==> config.mk <==
export PLATFORM = sky130hd
export DESIGN_NAME = mem_port_arbiter
export DESIGN_NICKNAME = d
export VERILOG_FILES = /design/src/rtl/mem_port_arbiter.sv
export SDC_FILE = /design/constraint.sdc
export NUM_CORES = 1
export LEC_CHECK = 0
export ABC_CLOCK_PERIOD_IN_PS = 1800
export BUFFER_PORTS_ARGS = -buffer_cell sky130_fd_sc_hd__buf_2
export CAP_MARGIN = 20
export CELL_PAD_IN_SITES_DETAIL_PLACEMENT = 1
export CELL_PAD_IN_SITES_GLOBAL_PLACEMENT = 2
export CORE_MARGIN = 2
export CORE_UTILIZATION = 22
export CTS_CLUSTER_DIAMETER = 50
export DETAILED_ROUTE_END_ITERATION = 7
export PLACE_DENSITY_LB_ADDON = 0.1
export SLEW_MARGIN = 10
export SYNTH_ARGS = -nofsm -noshare
export SYNTH_HDL_FRONTEND = slang
export SYNTH_SLANG_ARGS = --single-unit
==> constraint.sdc <==
create_clock -name clk -period 1.8 [get_ports clk]
set_input_delay 0.27 -clock clk [delete_from_list [all_inputs] [get_ports clk]]
set_output_delay 0.27 -clock clk [all_outputs]
set_load 0.05 [all_outputs]
==> src/rtl/mem_port_arbiter.sv <==
// mem_port_arbiter
//
// Shares one single-port instruction/data memory between the fetch stage (IF)
// and the memory stage (MEM). Only one requester is granted at a time, and
// this block drives the memory handshake for that requester. Data accesses
// have priority over fetches. A starvation counter forces a fetch grant after
// STARVE_MAX data grants in a row while the fetch is waiting. A watchdog
// aborts any access that the memory has not acknowledged within TIMEOUT busy
// cycles.
//
// State table
//   state | meaning
//   IDLE  | no access outstanding; mem_req low; arbitrate every cycle
//   IBUSY | fetch access outstanding; mem_* held; wait for mem_ready/abort
//   DBUSY | data access outstanding; mem_* held; wait for mem_ready/abort
//
// Ports
//   clk, rst_n            clock (rising edge), async active-low reset
//   if_req, if_addr       fetch request; the request is held until if_done
//   d_req, d_we, d_addr,  data request (load/store), store data
//   d_wdata
//   mem_req, mem_we,      registered memory request bus
//   mem_addr, mem_wdata
//   mem_ready, mem_rdata  memory completion and read data
//   if_done, d_done       one-cycle completion pulses (combinational)
//   rdata                 mem_rdata on a normal completion, else 0
//   err                   pulses with done when the watchdog aborted the access
//   if_stall, d_stall     freeze the requesting stage until its done

module mem_port_arbiter #(
  parameter int ADDR_W     = 32,
  parameter int DATA_W     = 32,
  parameter int STARVE_MAX = 4,
  parameter int TIMEOUT    = 255
) (
  input  logic              clk,
  input  logic              rst_n,
  input  logic              if_req,
  input  logic [ADDR_W-1:0] if_addr,
  input  logic              d_req,
  input  logic              d_we,
  input  logic [ADDR_W-1:0] d_addr,
  input  logic [DATA_W-1:0] d_wdata,
  output logic              mem_req,
  output logic              mem_we,
  output logic [ADDR_W-1:0] mem_addr,
  output logic [DATA_W-1:0] mem_wdata,
  input  logic              mem_ready,
  input  logic [DATA_W-1:0] mem_rdata,
  output logic              if_done,
  output logic              d_done,
  output logic [DATA_W-1:0] rdata,
  output logic              err,
  output logic              if_stall,
  output logic              d_stall
);

  typedef enum logic [1:0] {
    IDLE  = 2'd0,
    IBUSY = 2'd1,
    DBUSY = 2'd2
  } state_t;

  localparam logic [3:0] STARVE_LIM = 4'(STARVE_MAX);
  localparam logic       WD_EN      = (TIMEOUT != 0);
  // Last wd_cnt value of a busy period: the TIMEOUT-th busy cycle sees
  // wd_cnt == TIMEOUT-1 because the count starts at 0 on the grant.
  localparam logic [7:0] WD_LAST    = (TIMEOUT == 0) ? 8'd0 : 8'(TIMEOUT - 1);

  state_t            state, state_nxt;
  logic [3:0]        starve_cnt, starve_nxt;
  logic [7:0]        wd_cnt, wd_nxt;
  logic              mem_req_nxt, mem_we_nxt;
  logic [ADDR_W-1:0] mem_addr_nxt;
  logic [DATA_W-1:0] mem_wdata_nxt;

  logic busy;
  logic wd_expire;
  logic complete;
  logic arb_en;
  logic starved;
  logic grant_d;
  logic grant_i;

  assign busy      = (state != IDLE);
  // mem_ready takes precedence over an expiring watchdog in the same cycle.
  assign wd_expire = busy & WD_EN & ~mem_ready & (wd_cnt == WD_LAST);
  assign complete  = busy & (mem_ready | wd_expire);
  // Arbitrate while idle and on every completion so that back-to-back
  // grants need no idle cycle in between.
  assign arb_en    = (state == IDLE) | complete;
  assign starved   = if_req & (starve_cnt == STARVE_LIM);
  assign grant_d   = arb_en & d_req & ~starved;
  assign grant_i   = arb_en & if_req & ~grant_d;

  always_ff @(posedge clk or negedge rst_n) begin
    if (!rst_n) begin
      state      <= IDLE;
      mem_req    <= 1'b0;
      mem_we     <= 1'b0;
      mem_addr   <= '0;
      mem_wdata  <= '0;
      starve_cnt <= 4'd0;
      wd_cnt     <= 8'd0;
    end else begin
      state      <= state_nxt;
      mem_req    <= mem_req_nxt;
      mem_we     <= mem_we_nxt;
      mem_addr   <= mem_addr_nxt;
      mem_wdata  <= mem_wdata_nxt;
      starve_cnt <= starve_nxt;
      wd_cnt     <= wd_nxt;
    end
  end

  always_comb begin
    state_nxt     = state;
    mem_req_nxt   = mem_req;
    mem_we_nxt    = mem_we;
    mem_addr_nxt  = mem_addr;
    mem_wdata_nxt = mem_wdata;
    starve_nxt    = starve_cnt;
    wd_nxt        = wd_cnt;

    if (grant_d) begin
      state_nxt     = DBUSY;
      mem_req_nxt   = 1'b1;
      mem_we_nxt    = d_we;
      mem_addr_nxt  = d_addr;
      mem_wdata_nxt = d_wdata;
      wd_nxt        = 8'd0;
      // Only data grants that actually make a fetch wait count toward
      // starvation; an uncontested data grant restarts the count.
      if (if_req) begin
        if (starve_cnt != STARVE_LIM) begin
          starve_nxt = starve_cnt + 4'd1;
        end
      end else begin
        starve_nxt = 4'd0;
      end
    end else if (grant_i) begin
      state_nxt     = IBUSY;
      mem_req_nxt   = 1'b1;
      mem_we_nxt    = 1'b0;
      mem_addr_nxt  = if_addr;
      mem_wdata_nxt = '0;
      wd_nxt        = 8'd0;
      starve_nxt    = 4'd0;
    end else if (arb_en) begin
      // Completion (or idle) with nobody asking: release the memory.
      state_nxt   = IDLE;
      mem_req_nxt = 1'b0;
    end else if (busy) begin
      // Busy without completion implies mem_ready is low this cycle.
      // Saturate so a disabled watchdog never wraps.
      if (wd_cnt != 8'hFF) begin
        wd_nxt = wd_cnt + 8'd1;
      end
    end
  end

  assign if_done  = (state == IBUSY) & complete;
  assign d_done   = (state == DBUSY) & complete;
  assign err      = wd_expire;
  assign rdata    = (complete & mem_ready) ? mem_rdata : '0;
  assign if_stall = if_req & ~if_done;
  assign d_stall  = d_req & ~d_done;

endmodule

==> results by group <==
Placement
  • DPL Wire Length: 10.1 mm
  • RD Place Congestion: 0.697
  • Port buffer count: 236
  • Placed Area: approximately 0.0055 mm^2

Timing
  • Total of endpoints with negative setup slack in the final report: 8
  • Post-route worst setup slack: -0.122 ns
  • Highest clock frequency the design can meet: 520 MHz
  • Final Cycle Share: 1.07
  • Worst max-slew margin expressed relative to the limit: 0.773
  • Final Skew: 0.00447 ns
  • Unrepaired setup endpoints after global routing: yes
  • Total count of max-transition violations in the final report: 0
  • Final hold viol count: 0
  • Minimum clock period after layout: 1.92 ns
  • Smallest hold slack: 0.142 ns
  • Pin slew with the least headroom to its limit: 0.339 ns

Cells and area
  • Share of post-route cells with drive strength above 1: 0.519
  • Antenna diode count: 0
  • Fin area: a little over 0.006 mm^2
  • Total Nets Final: around 750
  • Share of the core filled with cells in the final layout: 0.364
  • Area grow syn2layout: 60.8%

CTS
  • H-tree depth: 3
  • Number of buffers inserted during clock tree synthesis: 9
  • TritonCTS clock tree: yes
  • Max Root-Sink Buffers: 2
  • Clock Latency Late Sink: 0.34 ns
  • CTS Sinks: 80
  • Clk root buf: sky130_fd_sc_hd__clkbuf_16
  • Clock slew at reported path FFs: 0.06 ns

Synthesis
  • Sequential element share of the synthesized area: 0.530
  • Synthesized-area fraction occupied by xor and xnor cells: 0.00695
  • Cell area after technology mapping: around 0.0038 mm^2
  • Number of enable flip-flop cells after synthesis: 0
  • Synth Area in Adders: 0.0132
  • Synth async-reset ratio: 1.00
  • Combinational family with the most area after synthesis: compound AO/OA/AOI/OAI gates
  • Net count after synthesis: a little under 500
  • Post-synthesis compound-gate area fraction: 0.209
  • Leading register cell type out of synthesis: sky130_fd_sc_hd__dfrtp_1
  • Total of flip-flops plus latches after synthesis: 80
  • Multiplexer share of the synthesized area: 0.0847
  • Post-synth cell types: 37
  • Synthesized area per cell: approximately 11 um^2
  • Count of warnings emitted by yosys: 0
  • Gate count after technology mapping: around 350
  • Post-Synth Simple-Gate Area: 0.116

Power and ir drop
  • Switching power as a share of total power: 0.395
  • Switching power: 2.49 mW
  • Total power: around 6.3 mW
  • Clock group share of total power: 0.280
  • Relative contribution of sequential cells to total power: 0.347
  • Maximum vdd ir drop: 0.461 mV
  • Power density over the cells: 1030 mW/mm^2
  • Combinational fraction of design power: 0.373
  • Leak: around 3.1 nW
  • P_int: between 3 and 4 mW

Drt
  • Drt wl/cell: ~17 um
  • Number of remaining DRC errors: 0
  • Vias post-DR: roughly 3,800
  • Total Wirelength: 14.0 mm
  • DR iter-0 viols: 118
  • Post-route antenna net violation count: 0
  • DR pass1 iterations: 4
  • Routed vias/inst: 4.56

Floorplanning
  • Boundary Pins: between 200 and 250
  • Floorplan die height: roughly 140 um
  • Total die area: 0.0182 mm^2
  • Die W: between 100 and 150 um
  • Core box area: 0.0167 mm^2
  • Effective utilization at floorplan: 0.226
  • Number of core rows: 47

Status
  • Violations in the final reports: negative setup slack
  • Status: complete, but fails checks

Setup path
  • Endpoint required time on the critical path: 1.53 ns
  • Slowest CP cell: sky130_fd_sc_hd__dfrtp_1
  • Maximum fanout encountered on the critical timing path: 3
  • Maximum cell stage delay along the critical path: 0.36 ns
  • Startpoint type of the worst setup path: register
  • Largest delay share family, worst path: simple AND/OR/NAND/NOR gates
  • CP Data Arrival Time: 1.65 ns
  • Kind of end point of the critical path: primary output
  • Worst path bufs/invs: 1
  • Worst-path cell chain: and4_4 > a41oi_4 > nor3b_4 > nor2b_4 > buf_6
  • Critical path type: register to primary output

GRT
  • Global route total overflow: 0
  • Antenna violations before repair: 0
  • First-pass GRT wire length: 21.8 mm
  • Largest net degree at the start of global routing: 46
  • Number of global-route vias before repair: ~4,200
  • Aggregate global-route resource usage: 0.153

Min path
  • Hold/Removal Path Class: primary input to register

Flow run
  • Max-cap check violation count: 0
[power groups by stage]
stage | Clock [mW] | Sequential [mW] | Combinational [mW]
2_1_floorplan | 0 | 3.02 | 0.694
3_3_place_gp | 0 | 2.20 | 2.23
3_5_place_dp | 0 | 2.21 | 2.25
4_1_cts | 1.83 | 2.18 | 2.29
5_1_grt | 1.91 | 2.22 | 2.50
6_report | 1.76 | 2.18 | 2.34
[layout by cell type (no fill, tap or decap), types with 2 or more instances in the layout]
cell and n:
sky130_fd_sc_hd__clkbuf_16 12, sky130_fd_sc_hd__nand3_1 3, sky130_fd_sc_hd__dfrtp_1 77, sky130_fd_sc_hd__nor3b_4 2
sky130_fd_sc_hd__inv_1 5, sky130_fd_sc_hd__buf_4 34, sky130_fd_sc_hd__buf_12 7, sky130_fd_sc_hd__nor2_1 4
sky130_fd_sc_hd__o211ai_1 2, sky130_fd_sc_hd__o21ai_0 66, sky130_fd_sc_hd__buf_2 230, sky130_fd_sc_hd__ha_1 2
sky130_fd_sc_hd__o31ai_1 4, sky130_fd_sc_hd__mux2i_1 31, sky130_fd_sc_hd__a22o_1 34, sky130_fd_sc_hd__a32o_1 2
sky130_fd_sc_hd__nand2_1 7, sky130_fd_sc_hd__nand4_1 3, sky130_fd_sc_hd__xnor2_1 2, sky130_fd_sc_hd__dfrtp_2 3
sky130_fd_sc_hd__clkbuf_8 3, sky130_fd_sc_hd__nor2b_1 2, sky130_fd_sc_hd__nor2b_4 2, sky130_fd_sc_hd__nor3_1 3
sky130_fd_sc_hd__nor2_4 2, sky130_fd_sc_hd__and2_1 32, sky130_fd_sc_hd__a21oi_2 2, sky130_fd_sc_hd__clkinv_2 3
sky130_fd_sc_hd__a21oi_1 4, sky130_fd_sc_hd__o21a_4 2, sky130_fd_sc_hd__and4_1 3, sky130_fd_sc_hd__or4_1 3
sky130_fd_sc_hd__buf_6 6
[worst paths after layout]
kind                                    from      endpoint  slack [ns]  depth (start not counted)
max in group asynchronous              rst_n  mem_addr[29]        0.89                          3
min in group asynchronous              rst_n   mem_addr[9]        0.37                          2
worst max register to register     wd_cnt[1]     wd_cnt[5]       -0.06                          6
worst max-delay path               wd_cnt[5]       d_stall       -0.12                          5
worst min-delay path              d_wdata[0]  mem_wdata[0]        0.14                          2
worst min register to register  mem_wdata[1]  mem_wdata[1]        0.50                          1
[synth_stat cells (3+ instances only)]
cell | number | area (um^2)
sky130_fd_sc_hd__buf_2 | 7 | 35.0
sky130_fd_sc_hd__nand3_1 | 3 | 15.0
sky130_fd_sc_hd__inv_1 | 6 | 22.5
sky130_fd_sc_hd__a22o_1 | 34 | 298
sky130_fd_sc_hd__clkbuf_1 | 16 | 60.1
sky130_fd_sc_hd__buf_6 | 3 | 33.8
sky130_fd_sc_hd__nor2b_1 | 4 | 25.0
sky130_fd_sc_hd__a21oi_1 | 6 | 30.0
sky130_fd_sc_hd__nand2_1 | 8 | 30.0
sky130_fd_sc_hd__mux2i_1 | 32 | 320
sky130_fd_sc_hd__ha_1 | 4 | 50.1
sky130_fd_sc_hd__o31ai_1 | 4 | 30.0
sky130_fd_sc_hd__nand4_1 | 3 | 18.8
sky130_fd_sc_hd__dfrtp_1 | 80 | 2000
sky130_fd_sc_hd__nor3_1 | 3 | 15.0
sky130_fd_sc_hd__and4_1 | 3 | 26.3
sky130_fd_sc_hd__nor2_1 | 7 | 26.3
sky130_fd_sc_hd__and2_1 | 33 | 206
sky130_fd_sc_hd__o21ai_0 | 67 | 335
sky130_fd_sc_hd__or4_1 | 3 | 22.5
[worst register-to-register path, stage by stage, from the launching register on]
cell,delay [ns]
sky130_fd_sc_hd__dfrtp_2,0.45
sky130_fd_sc_hd__ha_4,0.19
sky130_fd_sc_hd__buf_6,0.12
sky130_fd_sc_hd__o211ai_1,0.20
sky130_fd_sc_hd__o211ai_1,0.17
sky130_fd_sc_hd__or4_1,0.51
sky130_fd_sc_hd__a21oi_2,0.15
[area by class of cell]
class                   count  area [um^2]
inverters                   6         22.5
fillers                  1991        10600
well taps                 220          275
multi-input cells         236         1780
flip-flops and latches     80         2010
clock buffers              13          270
repair buffers            282         1710
clock inverters             3         15.0
[layer usage]
layer / wire length (um) / up-vias / global-route usage
met5: 0 / - / 0
met1: 5720 / 1853 / 0.181
met4: 217 / 0 / 0.0573
li1: - / 1801 / -
met3: 1160 / 14 / 0.0409
met2: 6880 / 161 / 0.266
[registers in the layout, indices dropped and copies added, names as in the netlist]
register	cells
starve_cnt	4
mem_we	1
mem_addr	32
mem_wdata	32
mem_req	1
state	2
wd_cnt	8
[what timing repair did]
action	4_1_cts	5_1_grt
hold endpoints to repair	19	0
buffers inserted	10	7
pin swaps	7	8
resized for setup	14	14
hold buffers	1	0
endpoints found under the setup margin	39	84
cloned	0	4
[stage by stage]
stage / worst slack [ns] / cells / TNS [ns]
6_report: -0.122 / 840 / -0.603
5_1_grt: -0.207 / 840 / -1.21
4_1_cts: -0.164 / 830 / -0.776
3_5_place_dp: -0.0484 / 803 / -0.759
3_3_place_gp: 0.0337 / 803 / 0
2_1_floorplan: -0.0523 / 347 / -0.0883
[cells by family (layout without fill, tap and decap cells)]
family	after synthesis	after routing
compound gates	122	123
flops	80	80
buf+inv	32	304
xor+xnor	3	3
fa+ha+maj	4	4
simple gates	74	74
mux	32	32
No activity file was read; power rests on OpenSTA's default activity.
